--- config.mk ---
export PLATFORM = sky130hd
export DESIGN_NAME = div_tc_32_16
export DESIGN_NICKNAME = d
export VERILOG_FILES = /design/src/rtl/div_tc_32_16.sv
export SDC_FILE = /design/constraint.sdc
export NUM_CORES = 1
export LEC_CHECK = 0
export CELL_PAD_IN_SITES_DETAIL_PLACEMENT = 1
export CELL_PAD_IN_SITES_GLOBAL_PLACEMENT = 1
export CORE_UTILIZATION = 46
export DETAILED_ROUTE_END_ITERATION = 12
export GPL_TIMING_DRIVEN = 0
export PLACE_DENSITY_LB_ADDON = 0.15
export SYNTH_ARGS = -nofsm -noshare
export SYNTH_HDL_FRONTEND = slang
export SYNTH_SLANG_ARGS = --single-unit
--- constraint.sdc ---
create_clock -name clk -period 13.4 [get_ports clk]
set_input_delay 3.35 -clock clk [delete_from_list [all_inputs] [get_ports clk]]
set_output_delay 3.35 -clock clk [all_outputs]
set_load 0.01 [all_outputs]
--- src/rtl/div_tc_32_16.sv ---
// 32/16 two's-complement sequential restoring divider with a fixed 34-cycle latency.
// Defining DIV_TC_ZERO_CHK_EN adds a 2-cycle divide-by-zero path that raises dz.
module div_tc_32_16 (
    input  logic        clk,
    input  logic        rst,
    input  logic        start,
    input  logic [31:0] dividend,
    input  logic [15:0] divisor,
    output logic [31:0] quotient,
    output logic [15:0] remainder,
    output logic        busy,
    output logic        done,
    output logic        ovf,
    output logic        dz
);

    typedef enum logic [1:0] {IDLE, CALC, FIX, DONE} state_t;

    state_t      state;
    state_t      state_nxt;

    logic [31:0] acc;
    logic [15:0] dvs_mag;
    logic [15:0] rem;
    logic [4:0]  cnt;
    logic        q_neg;
    logic        r_neg;

    logic [31:0] dvd_abs;
    logic [15:0] dvs_abs;
    logic        zero_start;
    logic [16:0] part;
    logic [16:0] diff;
    logic        fits;
    logic [31:0] fix_q;
    logic [15:0] fix_r;
    logic        fix_ovf;

    // 0x8000_0000 and 0x8000 negate to themselves, which read as 2^31 and 2^15 unsigned
    assign dvd_abs = dividend[31] ? (~dividend + 32'd1) : dividend;
    assign dvs_abs = divisor[15]  ? (~divisor + 16'd1)  : divisor;

`ifdef DIV_TC_ZERO_CHK_EN
    logic zero_pend;
    assign zero_start = (divisor == 16'd0);
`else
    assign zero_start = 1'b0;
    assign dz         = 1'b0;
`endif

    // Bring down the next dividend bit into the 17-bit partial remainder; diff[16] is the borrow
    assign part = {rem, acc[31]};
    assign diff = part - {1'b0, dvs_mag};
    assign fits = ~diff[16];

    assign fix_q   = q_neg ? (~acc + 32'd1) : acc;
    assign fix_r   = r_neg ? (~rem + 16'd1) : rem;
    // Only -2^31 / -1 yields a positive 2^31 quotient, which has no 32-bit encoding
    assign fix_ovf = ~q_neg & (acc == 32'h8000_0000) & (dvs_mag != 16'd0);

    // NOTE: sequential state uses non-blocking assignments so every flop samples pre-edge values.
    always_ff @(posedge clk or posedge rst) begin
        if (rst) begin
            state <= IDLE;
        end else begin
            state <= state_nxt;
        end
    end

    // NOTE: every output of this block gets a default first, so no path can infer a latch.
    always_comb begin
        state_nxt = state;
        busy      = 1'b1;
        done      = 1'b0;
        case (state)
            IDLE: begin
                busy = 1'b0;
                if (start) begin
                    state_nxt = zero_start ? DONE : CALC;
                end
            end
            CALC: begin
                if (cnt == 5'd31) begin
                    state_nxt = FIX;
                end
            end
            FIX: begin
                state_nxt = DONE;
            end
            DONE: begin
`ifdef DIV_TC_ZERO_CHK_EN
                if (!zero_pend) begin
                    done      = 1'b1;
                    state_nxt = IDLE;
                end
`else
                done      = 1'b1;
                state_nxt = IDLE;
`endif
            end
            default: begin
                state_nxt = IDLE;
            end
        endcase
    end

    always_ff @(posedge clk or posedge rst) begin
        if (rst) begin
            acc       <= '0;
            dvs_mag   <= '0;
            rem       <= '0;
            cnt       <= '0;
            q_neg     <= 1'b0;
            r_neg     <= 1'b0;
            quotient  <= '0;
            remainder <= '0;
            ovf       <= 1'b0;
`ifdef DIV_TC_ZERO_CHK_EN
            zero_pend <= 1'b0;
            dz        <= 1'b0;
`endif
        end else begin
            case (state)
                IDLE: begin
                    if (start) begin
                        cnt     <= '0;
                        rem     <= '0;
                        dvs_mag <= dvs_abs;
                        q_neg   <= dividend[31] ^ divisor[15];
                        r_neg   <= dividend[31];
`ifdef DIV_TC_ZERO_CHK_EN
                        zero_pend <= zero_start;
                        acc       <= zero_start ? dividend : dvd_abs;
`else
                        acc       <= dvd_abs;
`endif
                    end
                end
                CALC: begin
                    acc <= {acc[30:0], fits};
                    rem <= fits ? diff[15:0] : part[15:0];
                    cnt <= cnt + 5'd1;
                end
                FIX: begin
                    quotient  <= fix_q;
                    remainder <= fix_r;
                    ovf       <= fix_ovf;
`ifdef DIV_TC_ZERO_CHK_EN
                    dz        <= 1'b0;
`endif
                end
                DONE: begin
`ifdef DIV_TC_ZERO_CHK_EN
                    // Zero-divisor path: acc still holds the raw dividend
                    if (zero_pend) begin
                        zero_pend <= 1'b0;
                        quotient  <= 32'hFFFF_FFFF;
                        remainder <= acc[15:0];
                        ovf       <= 1'b0;
                        dz        <= 1'b1;
                    end
`endif
                end
                default: begin
                end
            endcase
        end
    end

endmodule

==> Word level (Yosys, flattened, before mapping) <==
Cells that the tools add are included.
{ "word_totals": {"register_bits": 122, "word_cells": 54} }
{ "op_classes": {"n_eq_ne": 7, "reduce_logical": 6, "addsub": 6, "mux": 16, "n_bitwise": 9} }
{ "ops": {"columns": ["cell", "count"], "rows": [
  ["32-bit two-way mux", 3],
  ["32-bit by 1-bit adder with 32-bit output (second input constant)", 2],
  ["16-bit two-way mux", 4],
  ["32-bit NOT", 2],
  ["32-bit one-hot mux with 2 select lines", 1],
  ["16-bit by 1-bit adder with 16-bit output (second input constant)", 2],
  ["32-bit == test (second input constant)", 1],
  ["16-bit NOT", 2],
  ["16-bit one-hot mux with 2 select lines", 1],
  ["17-bit by 16-bit subtractor with 17-bit output", 1],
  ["16-bit nonzero test", 1],
  ["5-bit one-hot mux with 2 select lines", 1],
  ["2-bit one-hot mux with 4 select lines", 1],
  ["2-bit AND reduction", 3],
  ["5-bit by 1-bit adder with 5-bit output (second input constant)", 1],
  ["5-bit == test (second input constant)", 1],
  ["5-bit two-way mux", 1],
  ["2-bit == test (second input constant)", 2],
  ["2-bit two-way mux", 2],
  ["2-bit != test (second input constant)", 2],
  ["1-bit AND", 2],
  ["2-bit by 1-bit == test with 1-bit output (second input constant)", 1],
  ["2-bit logical NOT", 1],
  ["1-bit two-way mux", 2],
  ["3 further kinds", 4]
]} }

==> Depth between registers and ports, before layout <==
{ "logic_depth": {"word_depth": 5, "mapped_depth": 10, "mapped_depth_nobuf": 9} }

==> Worst setup path before layout <==
No wires, ideal clock.
{ "synth_path": {"path_kind": "input to register", "start": "in dividend[18]", "end": "reg acc[28]", "path_slack_ps": 7982, "setup_ps": 130, "required_time_ps": 13270, "t_arrival_ps": 5288, "stages": 7, "path_buffers": 1, "cell_sequence": "or4_4 -> or4b_1 -> buf_2 -> or3_4 -> o31ai_4 -> xor2_1 -> o22ai_1"} }
{ "synth_between": {"elab_chain_len": 5} }
{ "synth_rtl": {"columns": ["item", "line_no", "text"], "rows": [
  ["start: declaration", "7", "input logic [31:0] dividend,"],
  ["32-bit NOT", "40", "assign dvd_abs = dividend[31] ? (~dividend + 32'd1) : dividend;"],
  ["32-bit by 1-bit adder with 32-bit output", "40", null],
  ["32-bit two-way mux", "40", null],
  ["32-bit two-way mux", "125", "if (start) begin"],
  ["32-bit one-hot mux with 2 select lines", "123", "case (state)"],
  ["end signal: assignment", "135", "acc <= dvd_abs;"],
  ["end signal: assignment", "140", "acc <= {acc[30:0], fits};"],
  ["end: declaration", "22", "logic [31:0] acc;"]
]} }
No other way between the ends. The select of a mux whose other input is x is not followed.
A chain may end at the register's enable or synchronous reset.

==> Worst setup path after layout <==
{ "layout_path": {"start": "in dividend[4]", "end": "reg acc[18]"} }
The elaborated chain is that of the path after synthesis.

==> qor.csv <==
stage;metric;value;unit
status;outcome;finished clean;
sta;Fmax;170.9;MHz
pwr;Pwr Total;2.449;mW
sta;slew margin rel.;0.4981;
global_route;gr ovfl total;0;
sta;setup tns final;0;ps
worst_setup_path;crit path DAT;6170;ps
place;hpwl dp;17720;um
sta;Worst Hold Margin;503.6;ps
layout;n_diodes;0;
synth;synth unique cells;62;
cts;H-tree depth;4;
detailed_routing;final WL;23690;um
floorplanning;# IOs;103;
synth;Synth top cells by count;dfrtp_1 (122), a21oi_1 (89), nor2_1 (82);
detailed_routing;met3 WL post-DR;1220;um
detailed_routing;wire per inst;19.06;um
pwr;power per cell area;252.6;nW/um^2
sta;Slew Viols, Final;0;
place;Placed Area;9135;um^2
cts;post-CTS setup repair buffer count;0;
sta;min cycle time layout;5853;ps
sta;Worst-Margin Slew;746.0;ps
synth;Post-Syn Nets;969;
cts;Worst-Skew Late Latency;430;ps
synth;largest area contributor in the netlist;dfrtp_1;
floorplanning;Die W;132.4;um
pwr;Pint;1.347;mW
synth;mux cell area share after synthesis;0.02638;
synth;synthesis-stage register bit count;122;
pwr;Combinational Power Share;0.524;
worst_setup_path;CP required;13720;ps
worst_setup_path;slowest cell delay on critical path;710;ps
detailed_routing;top sig layer;met4;
worst_setup_path;CP max FO;8;
detailed_routing;Vias;7350;
synth;main combinational cell family by area after synthesis;compound AO/OA/AOI/OAI gates;
sta;skew final;7.550;ps
layout;layout cell share with drive strength beyond 1;0.04985;
synth;asr flop ratio synth;1.000;
detailed_routing;DRC Markers;0;
global_route;largest net degree at the start of global routing;92;
detailed_routing;WL met2;10430;um
pwr;Clk pwr share;0.183;
synth;Main synth FF type;dfrtp_1;
synth;Post-synth EDFFs;0;
place;pre-CTS setup slack;7189;ps
layout;finished layout cell area;9698;um^2
cts;TritonCTS Buffers;17;
global_route;Tot GR Track Use;0.2830;
global_route;vias in the first global route;7369;
detailed_routing;wl on met1;11580;um
floorplanning;Die Ht;132.4;um
cts;TritonCTS clock tree;built;
detailed_routing;Vias/cell;5.913;
worst_setup_path;worst path cell trace;clkdlybuf4s50_1 -> nor4_2 -> nand4_1 -> or4_1 -> o41ai_1 -> xor2_1 -> a221oi_1;
floorplanning;die area;17540;um^2
worst_setup_path;slowest CP cell;nor4_2;
synth;register area share after synthesis;0.3901;
cts;clock-pin slew on the worst setup and hold paths;50;ps
synth;most frequent cell after synthesis;dfrtp_1;
synth;largest cells by area after synthesis;dfrtp_1 (39%), xor2_1 (8.1%), a21oi_1 (5.7%);
pwr;Net Sw Frac;0.4500;
pwr;worst vdd ir;0.0001315;V
pwr;P_leak;3.956;nW
cts;clock root buffer;clkbuf_16;
cts;Max clock buf depth;2;
synth;Synth Area in Simple Gates;0.1771;
cts;hold_buf cts;0;
place;# port buffers;100;
global_route;first-pass GRT wire length;39050;um
worst_setup_path;Worst Setup Start Kind;input port;
synth;Mapped Area;7826;um^2
worst_setup_path;Worst Path Buf+Inv;1;
synth;top-area cell type share of the netlist area;0.3901;
place;GP Congestion;0.8897;
floorplanning;Placeable Area;16580;um^2
synth;Syn Inst Count;891;
sta;RSZ-0062 raised after global routing;false;
sta;setup ws final;7547;ps
hold_path;min-delay worst type;reg -> reg;
sta;final setup fails;0;
layout;layout net count;1089;
pwr;part of the power in registers;0.293;
synth;Synth warnings;0;
cts;clk sink count;122;
worst_setup_path;Crit Path Category;in -> reg;
sta;fin crit share;0.4368;
worst_setup_path;Worst path top cell family by delay;simple AND/OR/NAND/NOR gates;
layout;area growth from synthesis to final layout;23.92;%
detailed_routing;Iteration-0 DRC Markers;485;
global_route;initial antenna violation count;0;
flow_run;max cap viols;0;
worst_setup_path;endpoint type of the worst setup path;flip-flop;
synth;XOR/XNOR Fraction of Synth Area;0.1052;
detailed_routing;ANT nets after route;0;
synth;Synth Area in Compound Gates;0.2185;
detailed_routing;DRT Pass-1 Iters;5;
synth;Avg Cell Area, Syn;8.784;um^2
cts;PostCTS Resize Cnt;0;
floorplanning;Std-Cell Rows;47;
floorplanning;initial core utilization;0.4719;
synth;Post-Synth Adder-Cell Area;0.04412;
pwr;sw power;1.102;mW
sta;Hold Fails Final Rpt;0;
## state kept, by name (all words and copies together) (netlist names)
| signal | flops |
|---|---|
| acc | 32 |
| cnt | 5 |
| dvs_mag | 16 |
| ovf | 1 |
| q_neg | 1 |
| quotient | 32 |
| r_neg | 1 |
| rem | 16 |
| remainder | 16 |
| state | 2 |
## final timing paths
path                         startpoint           end  slack (ps)  cells after the start
hold / removal             remainder[0]  remainder[0]         500                      1
setup reg to reg                acc[31]        rem[5]       10080                     10
min in group asynchronous           rst  quotient[15]        3270                      2
hold reg to reg            remainder[0]  remainder[0]         500                      1
setup / recovery            dividend[4]       acc[18]        7550                      7
max in group asynchronous           rst    dvs_mag[9]        9390                      3
## placed cells by master, fill, tap and decap left out, types with 22 or more instances in the layout
master / synthesis / layout
inv_1: 29 / 28
xnor2_1: 22 / 22
nand2_1: 72 / 72
nor2_1: 82 / 82
dfrtp_1: 122 / 122
o21ai_0: 78 / 78
xor2_1: 72 / 72
a21oi_1: 89 / 89
clkbuf_1: 44 / 48
clkdlybuf4s50_1: 0 / 100
ha_1: 26 / 26
## stage by stage
step	util	cells
floorplan	-	891
CTS	0.5848	1243
finish	0.5848	1243
global placement	0.5489	1211
global route	0.5848	1243
detailed placement	0.5509	1212
## power by group through the flow
stage / clock network [mW] / logic [mW] / registers (mW)
finish: 0.448 / 1.28 / 0.719
floorplan: 0 / 0.794 / 0.695
CTS: 0.453 / 1.28 / 0.715
global route: 0.465 / 1.41 / 0.742
detailed placement: 0 / 1.25 / 0.718
global placement: 0 / 1.21 / 0.707
## cell families after synthesis
family,count (synthesis)
and+or+nand+nor,276
adders and majority gates,27
other,1
muxes,20
DFF,122
AOI/OAI and AO/OA,273
buffers and inverters,78
xor gates and xnor gates,94
## metal layers
metal | vias up | track usage
met4 | 0 | 0.09962
met5 | - | 0
li1 | 3475 | -
met1 | 3640 | 0.4162
met2 | 205 | 0.4175
met3 | 30 | 0.04943
## layout make-up
class                           count  area, um^2
Fill cell                        1950        6885
Multi-Input combinational cell    691        4476
Sequential cell                   122        3053
Timing Repair Buffer              101        1028
Clock buffer                       23       467.9
Tap cell                          220       275.3
Buffer                             48       185.2
Inverter                           30       117.6
Clock inverter                      8       95.09
Power figures use the tool's default switching activity.
